===== config.mk =====
export PLATFORM = sky130hd
export DESIGN_NAME = movx_bus_ctrl
export DESIGN_NICKNAME = d
export VERILOG_FILES = /design/src/rtl/movx_bus_ctrl.sv
export SDC_FILE = /design/constraint.sdc
export NUM_CORES = 1
export LEC_CHECK = 0
export CORE_ASPECT_RATIO = 1.75
export CORE_UTILIZATION = 45
export DETAILED_ROUTE_END_ITERATION = 7
export PLACE_DENSITY = 0.8
export SLEW_MARGIN = 20
export SYNTH_ARGS = -nofsm -noshare
export SYNTH_HDL_FRONTEND = slang
export SYNTH_SLANG_ARGS = --single-unit

===== constraint.sdc =====
create_clock -name i_clock -period 2.94 [get_ports i_clock]
set_clock_uncertainty 0.2 [all_clocks]
set_input_delay 0.588 -clock i_clock [delete_from_list [all_inputs] [get_ports i_clock]]
set_output_delay 0.588 -clock i_clock [all_outputs]
set_load 0.05 [all_outputs]

===== src/rtl/movx_bus_ctrl.sv =====
// Purpose : External data-memory bus controller for 8051-style MOVX cycles
//           (multiplexed P0 address/data, P2 high address, ALE then RD_n/WR_n).
// Latency : ALE_CYCLES + STROBE_CYCLES + 2 busy cycles; done pulses in the last one.
// Backpressure: start is only accepted in IDLE; starts while busy are dropped, not queued.
//
// Ports:
//   i_clock    - system clock, rising edge
//   i_reset    - asynchronous reset, active low
//   i_start    - request pulse (sampled only while idle)
//   i_rw       - 1 = write (MOVX @x,A), 0 = read (MOVX A,@x)
//   i_use_dptr - 1 = address {i_dptr_h,i_dptr_l}, 0 = {i_p2_sfr,i_ri_addr}
//   i_dptr_h/l, i_ri_addr, i_p2_sfr, i_wdata - operands, captured on accept
//   i_p0_in    - P0 pad input, sampled at the end of a read strobe
//   o_busy, o_done, o_rdata - status / completion / last read byte
//   o_ale, o_rd_n, o_wr_n, o_p0_out, o_p0_oe, o_p2_out - pad-side bus signals
module movx_bus_ctrl #(
    parameter int unsigned ALE_CYCLES    = 1,   // legal 1..15
    parameter int unsigned STROBE_CYCLES = 3    // legal 1..15
) (
    input  logic       i_clock,
    input  logic       i_reset,
    input  logic       i_start,
    input  logic       i_rw,
    input  logic       i_use_dptr,
    input  logic [7:0] i_dptr_h,
    input  logic [7:0] i_dptr_l,
    input  logic [7:0] i_ri_addr,
    input  logic [7:0] i_p2_sfr,
    input  logic [7:0] i_wdata,
    input  logic [7:0] i_p0_in,
    output logic       o_busy,
    output logic       o_done,
    output logic [7:0] o_rdata,
    output logic       o_ale,
    output logic       o_rd_n,
    output logic       o_wr_n,
    output logic [7:0] o_p0_out,
    output logic       o_p0_oe,
    output logic [7:0] o_p2_out
);

    typedef enum logic [2:0] {
        S_IDLE,
        S_ADDR,
        S_LATCH,
        S_STROBE,
        S_RECOVER
    } state_t;

    // The phase counter is loaded with N-1 on entry and the state exits at 0.
    localparam logic [3:0] ALE_LOAD    = 4'(ALE_CYCLES - 1);
    localparam logic [3:0] STROBE_LOAD = 4'(STROBE_CYCLES - 1);

    state_t     r_state;
    state_t     w_state_nxt;
    logic [3:0] r_cnt;
    logic [3:0] w_cnt_nxt;
    logic       w_capture;

    // Operands frozen for the whole bus cycle.
    logic [7:0] r_addr_hi;
    logic [7:0] r_addr_lo;
    logic       r_rw;
    logic [7:0] r_wdata;
    logic [7:0] r_rdata;

    // Registered pad outputs.
    logic       r_ale;
    logic       r_rd_n;
    logic       r_wr_n;
    logic       r_p0_oe;
    logic [7:0] r_p0_out;
    logic       r_done;

    logic [7:0] w_addr_hi_in;
    logic [7:0] w_addr_lo_in;
    logic [7:0] w_addr_lo_eff;
    logic       w_rw_eff;
    logic [7:0] w_wdata_eff;

    logic       w_ale_nxt;
    logic       w_rd_n_nxt;
    logic       w_wr_n_nxt;
    logic       w_p0_oe_nxt;
    logic [7:0] w_p0_out_nxt;
    logic       w_done_nxt;

    assign w_addr_hi_in = i_use_dptr ? i_dptr_h : i_p2_sfr;
    assign w_addr_lo_in = i_use_dptr ? i_dptr_l : i_ri_addr;

    // Outputs are registered from the next state, so on the accepting edge the
    // freshly selected operands must be used rather than the stale registers.
    assign w_addr_lo_eff = w_capture ? w_addr_lo_in : r_addr_lo;
    assign w_rw_eff      = w_capture ? i_rw         : r_rw;
    assign w_wdata_eff   = w_capture ? i_wdata      : r_wdata;

    always_ff @(posedge i_clock or negedge i_reset) begin
        if (!i_reset) begin
            r_state <= S_IDLE;
            r_cnt   <= 4'd0;
        end else begin
            r_state <= w_state_nxt;
            r_cnt   <= w_cnt_nxt;
        end
    end

    always_comb begin
        w_state_nxt  = r_state;
        w_cnt_nxt    = r_cnt;
        w_capture    = 1'b0;
        w_ale_nxt    = 1'b0;
        w_rd_n_nxt   = 1'b1;
        w_wr_n_nxt   = 1'b1;
        w_p0_oe_nxt  = 1'b0;
        w_p0_out_nxt = 8'h00;
        w_done_nxt   = 1'b0;

        case (r_state)
            S_IDLE: begin
                if (i_start) begin
                    w_state_nxt = S_ADDR;
                    w_cnt_nxt   = ALE_LOAD;
                    w_capture   = 1'b1;
                end
            end
            S_ADDR: begin
                if (r_cnt == 4'd0) begin
                    w_state_nxt = S_LATCH;
                end else begin
                    w_cnt_nxt = r_cnt - 4'd1;
                end
            end
            S_LATCH: begin
                w_state_nxt = S_STROBE;
                w_cnt_nxt   = STROBE_LOAD;
            end
            S_STROBE: begin
                if (r_cnt == 4'd0) begin
                    w_state_nxt = S_RECOVER;
                end else begin
                    w_cnt_nxt = r_cnt - 4'd1;
                end
            end
            S_RECOVER: begin
                w_state_nxt = S_IDLE;
            end
            default: begin
                w_state_nxt = S_IDLE;
            end
        endcase

        // Decode the pad outputs for the state being entered.
        case (w_state_nxt)
            S_ADDR: begin
                w_ale_nxt    = 1'b1;
                w_p0_oe_nxt  = 1'b1;
                w_p0_out_nxt = w_addr_lo_eff;
            end
            S_LATCH: begin
                // Address held on P0 after ALE falls for the external latch.
                w_p0_oe_nxt  = 1'b1;
                w_p0_out_nxt = w_addr_lo_eff;
            end
            S_STROBE: begin
                w_rd_n_nxt = w_rw_eff;
                w_wr_n_nxt = !w_rw_eff;
                if (w_rw_eff) begin
                    w_p0_oe_nxt  = 1'b1;
                    w_p0_out_nxt = w_wdata_eff;
                end
            end
            S_RECOVER: begin
                w_done_nxt = 1'b1;
                // Write data held one cycle past the WR_n rising edge.
                if (w_rw_eff) begin
                    w_p0_oe_nxt  = 1'b1;
                    w_p0_out_nxt = w_wdata_eff;
                end
            end
            default: begin
            end
        endcase
    end

    always_ff @(posedge i_clock or negedge i_reset) begin
        if (!i_reset) begin
            r_addr_hi <= 8'h00;
            r_addr_lo <= 8'h00;
            r_rw      <= 1'b0;
            r_wdata   <= 8'h00;
            r_rdata   <= 8'h00;
            r_ale     <= 1'b0;
            r_rd_n    <= 1'b1;
            r_wr_n    <= 1'b1;
            r_p0_oe   <= 1'b0;
            r_p0_out  <= 8'h00;
            r_done    <= 1'b0;
        end else begin
            if (w_capture) begin
                r_addr_hi <= w_addr_hi_in;
                r_addr_lo <= w_addr_lo_in;
                r_rw      <= i_rw;
                r_wdata   <= i_wdata;
            end
            // Read data is taken on the edge that ends the last strobe cycle.
            if (r_state == S_STROBE && r_cnt == 4'd0 && !r_rw) begin
                r_rdata <= i_p0_in;
            end
            r_ale    <= w_ale_nxt;
            r_rd_n   <= w_rd_n_nxt;
            r_wr_n   <= w_wr_n_nxt;
            r_p0_oe  <= w_p0_oe_nxt;
            r_p0_out <= w_p0_out_nxt;
            r_done   <= w_done_nxt;
        end
    end

    assign o_busy   = (r_state != S_IDLE);
    assign o_done   = r_done;
    assign o_rdata  = r_rdata;
    assign o_ale    = r_ale;
    assign o_rd_n   = r_rd_n;
    assign o_wr_n   = r_wr_n;
    assign o_p0_oe  = r_p0_oe;
    assign o_p0_out = r_p0_out;
    // P2 follows the SFR latch when idle, the captured high address otherwise.
    assign o_p2_out = (r_state == S_IDLE) ? i_p2_sfr : r_addr_hi;

endmodule


## After elaboration in Yosys (flattened, before gate mapping)

Index checks and enable logic that the tools add are counted.

| cells by class | value |
|---|---|
| add/sub/neg operators | 1 |
| equality and inequality tests | 9 |
| multiplexer cells | 23 |
| reductions and logical operators | 12 |

Operators by type and width:

| kind | count |
|---|---|
| 8-bit 2-to-1 mux | 6 |
| 8-bit one-hot mux with 2 select lines | 1 |
| 3-bit by 2-bit == test with 1-bit output (second input constant) | 4 |
| 3-bit one-hot mux with 4 select lines | 1 |
| 4-bit one-hot mux with 3 select lines | 1 |
| 3-bit 2-to-1 mux | 3 |
| 1-bit 2-to-1 mux | 8 |
| 4-bit 2-to-1 mux | 2 |
| 3-bit by 1-bit == test with 1-bit output (second input constant) | 2 |
| 3-bit nonzero test | 2 |
| 2-bit OR reduction | 3 |
| 4-bit zero test | 1 |
| 2-bit inequality test (second input constant) | 2 |
| 4-bit by 1-bit subtractor with 4-bit output (second input constant) | 1 |
| 3-bit == test (second input constant) | 1 |
| 3-bit zero test | 1 |
| 3-bit AND reduction | 1 |
| 1-bit logical AND | 2 |
| 1-bit zero test | 2 |
| 1-bit one-hot mux with 2 select lines | 1 |

| word-level totals | value |
|---|---|
| register bits after elaboration | 53 |
| input port bits | 53 |

## Depth between registers and ports, before layout

| logic depth | value |
|---|---|
| depth after elaboration | 6 |
| mapped depth | 6 |

## Worst setup path after synthesis

Ideal clock, no wire load.

| timing | value |
|---|---|
| path type | reg2out |
| from | reg r_state[2] |
| to | out o_p2_out[0] |
| arrival | 1619 ps |
| path slack | 533 ps |
| stages on the path, launching flop included | 5 |
| cell sequence | dfrtp_1 clkbuf_1 or2_2 nor2_2 mux2_2 |

| on the way | value |
|---|---|
| word-level cells in the longest chain between the ends | 2 |

RTL lines:

| what | RTL line | text |
|---|---|---|
| from (decl) | 54 | `state_t r_state;` |
| from (signal assigned) | 102 | `r_state <= w_state_nxt;` |
| 3-bit zero test | 227 | `assign o_p2_out = (r_state == S_IDLE) ? i_p2_sfr : r_addr_hi;` |
| 8-bit 2-to-1 mux | 227 |  |
| to (decl) | 39 | `output logic [7:0] o_p2_out` |

No other way between the ends.

## Final worst setup path

| timing | value |
|---|---|
| from | reg r_state[2] |
| to | out o_p2_out[5] |

The elaborated chain is that of the path after synthesis.

==> flow_metrics.tcl <==
set metrics [dict create \
    status "finished with violations" \
    violated_checks "design-rule violations" \
    path_class "reg -> out" \
    fmaxAchievable_ghz 0.361 \
    grt_start_max_net_pins 38 \
    layoutNonFillerInstCount 342 \
    clock_sinks 53 \
    syn-num-nets 255 \
    maxSlewViolCount 0 \
    synth_seq_area_share_pct 55.9 \
    clock_latency_ns 0.30 \
    grt_pass1_wl_um 8470 \
    synth.ff_latch_count 53 \
    fraction_of_final_layout_cells_sized_beyond_drive_strength_1_pct 17.4 \
    finalWeightedCongestion 0.800 \
    cts_inserted_buffers 5 \
    worst_slew_margin_rel_pct 59.5 \
    powerDensity_mw_per_mm2 1150 \
    floorplan.core_area_mm2 0.00502 \
    power.static_leakage_nw 1.48 \
    die-area_mm2 0.00559 \
    timing.final.crit_period_ns 2.77 \
    setup_repair_after_global_routing_missed_its_margin "no" \
    drcViolationCount 8 \
    multi_input_area_um2 980 \
    hpwlAfterDp_um 3810 \
    max-clock-path-buffers 2 \
    via_count 1782 \
    fin_hold_ws_ns 0.291 \
    cts_tree "built" \
    grt_util_all_layers_pct 19.6 \
    initialDrtViolationCount 43 \
    critical_path.endpoint_type "output pin" \
    setup_viol_count_final 0 \
    worstSetupStartpointType "register" \
    ff_latch_area_mm2 0.00133 \
    fill_cells 395 \
    initial_cell_density_of_the_core_pct 47.4 \
    report.final.hold_viol_count 0 \
    route.top_layer_used "met4" \
    yosys_warnings 0 \
    ant_nets 0 \
    cts_htree_levels 2 \
    worst_pin_slew_ns 0.605 \
    route.final.wire_length_um 5050 \
    die_boundary_width_um 56.9 \
    drv.max_cap_violation_count 0 \
    ctsRootBufferMaster "clkbuf_8" \
    grt_overflow_total 0 \
    synth_async_sr_flop_share_pct 100 \
    grt_pass1_vias 1835 \
    drt-met1-wl_um 1910 \
    total_of_buffers_placed_on_input_and_output_ports 82 \
    drt_first_pass_iters 6 \
    yosysUniqueCellTypes 32 \
    total_met3_wirelength_after_detailed_routing_um 193 \
    clk_transition_reported_paths_ns 0.09 \
    final_min_period_over_clock_period_pct 94.3 \
    netlist_area_mm2 0.00238 \
    synth-edff-count 0 \
    dieHeight_um 98.2 \
    drt-vias-per-instance 5.21 \
    critical_path_required_ns 2.15 \
    met2WireLength_um 2850 \
    wire_per_inst_um 14.8 \
    critPathArrivalTime_ns 1.98 \
    antenna-diode-count 0 \
    grt_antenna_before_repair 0 \
    synthesis.instances 200 \
    peakVddDrop_mv 0.619 \
    dominantRegCellSynth "dfrtp_1" \
    placedCellCount 333 \
    num_io_pins 83 \
    row_count 34 \
    worst_hold_path_type "reg -> reg" \
    area.growth.synth_to_final_pct 41.0 \
    finalSetupTns_ns 0 \
    critical_path.max_fanout 9 \
    syn_avg_cell_area_um2 11.9 \
    layout.nets 342 \
]
==> repair_timing <==
item,in CTS,in global routing
buffers inserted,0,0
hold buffers,1,0
hold endpoints to repair,9,0
endpoints found under the setup margin,2,0
gates resized for setup,1,0
==> state kept, by name, summed over array words and instances (netlist names) <==
signal / flops
o_p0_out: 8
o_rdata: 8
r_addr_hi: 8
r_addr_lo: 8
r_wdata: 8
r_cnt: 4
r_state: 3
o_ale: 1
o_done: 1
o_p0_oe: 1
o_rd_n: 1
o_wr_n: 1
r_rw: 1
==> critical path, stage by stage, from the launching register on <==
cell     delay (ns)
dfrtp_1        0.49
or2_2          0.38
nor2_4         0.25
mux2_2         0.38
buf_4          0.19
==> through the flow <==
step | setup WS, ns | instance area, um^2 | util [%] | total power, W
after floorplan | 0.533 | 2380 | - | 0.00280
after global placement | 0.392 | 3250 | 64.8 | 0.00343
after detailed placement | 0.350 | 3250 | 64.8 | 0.00348
after CTS | 0.148 | 3350 | 66.8 | 0.00389
after global routing | 0.0577 | 3350 | 66.8 | 0.00409
final | 0.168 | 3350 | 66.8 | 0.00385
==> logic make-up (layout without fill, tap and decap cells) <==
kind of cell / Yosys count / after routing / share of synthesized area [%]
buffers and inverters: 20 / 108 / 3.47
flip-flops: 53 / 53 / 55.9
multiplexers: 45 / 45 / 19.9
adder cells (fa/ha/maj): 2 / 2 / 1.05
XOR/XNOR: 1 / 1 / 0.368
AND/OR/NAND/NOR: 58 / 58 / 13.4
AO/OA/AOI/OAI: 21 / 21 / 5.89
==> area by class of cell <==
type	instances	share of cell area, %
Sequential cell	53	39.6
Multi-Input combinational cell	127	29.2
Timing Repair Buffer	89	25.3
Clock buffer	5	2.05
Tap cell	54	2.02
Inverter	11	1.23
Clock inverter	3	0.523
==> per-layer routing <==
metal / track usage, % / up-vias
met5: 0 / -
met4: 7.32 / 0
met3: 3.44 / 6
met2: 35.5 / 50
met1: 22.5 / 860
li1: - / 866
==> power by group <==
| group | leakage [nW] | internal [W] | switching (W) |
|---|---|---|---|
| Sequential | 0.623 | 0.00108 | 0.000190 |
| Combinational | 0.812 | 0.000852 | 0.00133 |
| Clock | 0.0439 | 0.000165 | 0.000225 |
==> synth_stat cells, types with 2 or more instances <==
cell type,count,area share [%]
nor3b_1,2,0.63
ha_1,2,1.1
buf_2,6,1.3
inv_1,11,1.7
dfrtp_1,51,54
nor3_1,2,0.42
mux2_2,18,8.5
o32ai_1,8,2.9
dfstp_2,2,2.2
and3_1,2,0.53
a21oi_1,8,1.7
nand2_1,2,0.32
clkbuf_1,2,0.32
o21ai_0,2,0.42
or2_2,2,0.53
nor2_1,29,4.6
mux2i_1,27,11
nand2b_1,2,0.53
and2_1,8,2.1
nand3_1,2,0.42
==> final timing paths <==
| check | slack (ns) | cells past startpoint | from | endpoint |
|---|---|---|---|---|
| setup / recovery | 0.17 | 4 | r_state[2] | o_p2_out[5] |
| hold / removal | 0.29 | 2 | r_wdata[3] | r_wdata[3] |
| setup reg to reg | 0.50 | 5 | r_cnt[0] | o_rdata[3] |
| hold reg to reg | 0.29 | 2 | r_wdata[3] | r_wdata[3] |
| max in group asynchronous | 1.45 | 3 | i_reset | o_wr_n |
| min in group asynchronous | 0.47 | 2 | i_reset | o_rdata[2] |
==> cells in the final DEF (no fill, tap or decap) <==
cell type / n
dfstp_2: 2
nand3_1: 2
o32ai_1: 8
buf_2: 1
nor4b_4: 2
or3b_1: 1
a211o_1: 1
or2_2: 2
ha_1: 2
mux2i_1: 27
inv_1: 11
nand3b_1: 1
and3_1: 2
a21oi_1: 8
nor2_4: 1
and4bb_2: 1
and2_1: 8
nand2b_1: 2
clkinvlp_4: 1
nor2_1: 29
nor3b_1: 2
nor2b_1: 1
nor3_1: 2
o22ai_1: 1
clkbuf_8: 5
mux2_2: 18
dlygate4sd3_1: 1
o21ai_0: 2
nand2_1: 2
dfrtp_1: 51
clkinv_2: 2
xnor2_1: 1
o21ai_1: 1
clkdlybuf4s50_1: 72
buf_4: 15
Note: power is estimated with default switching activity, not from simulation.
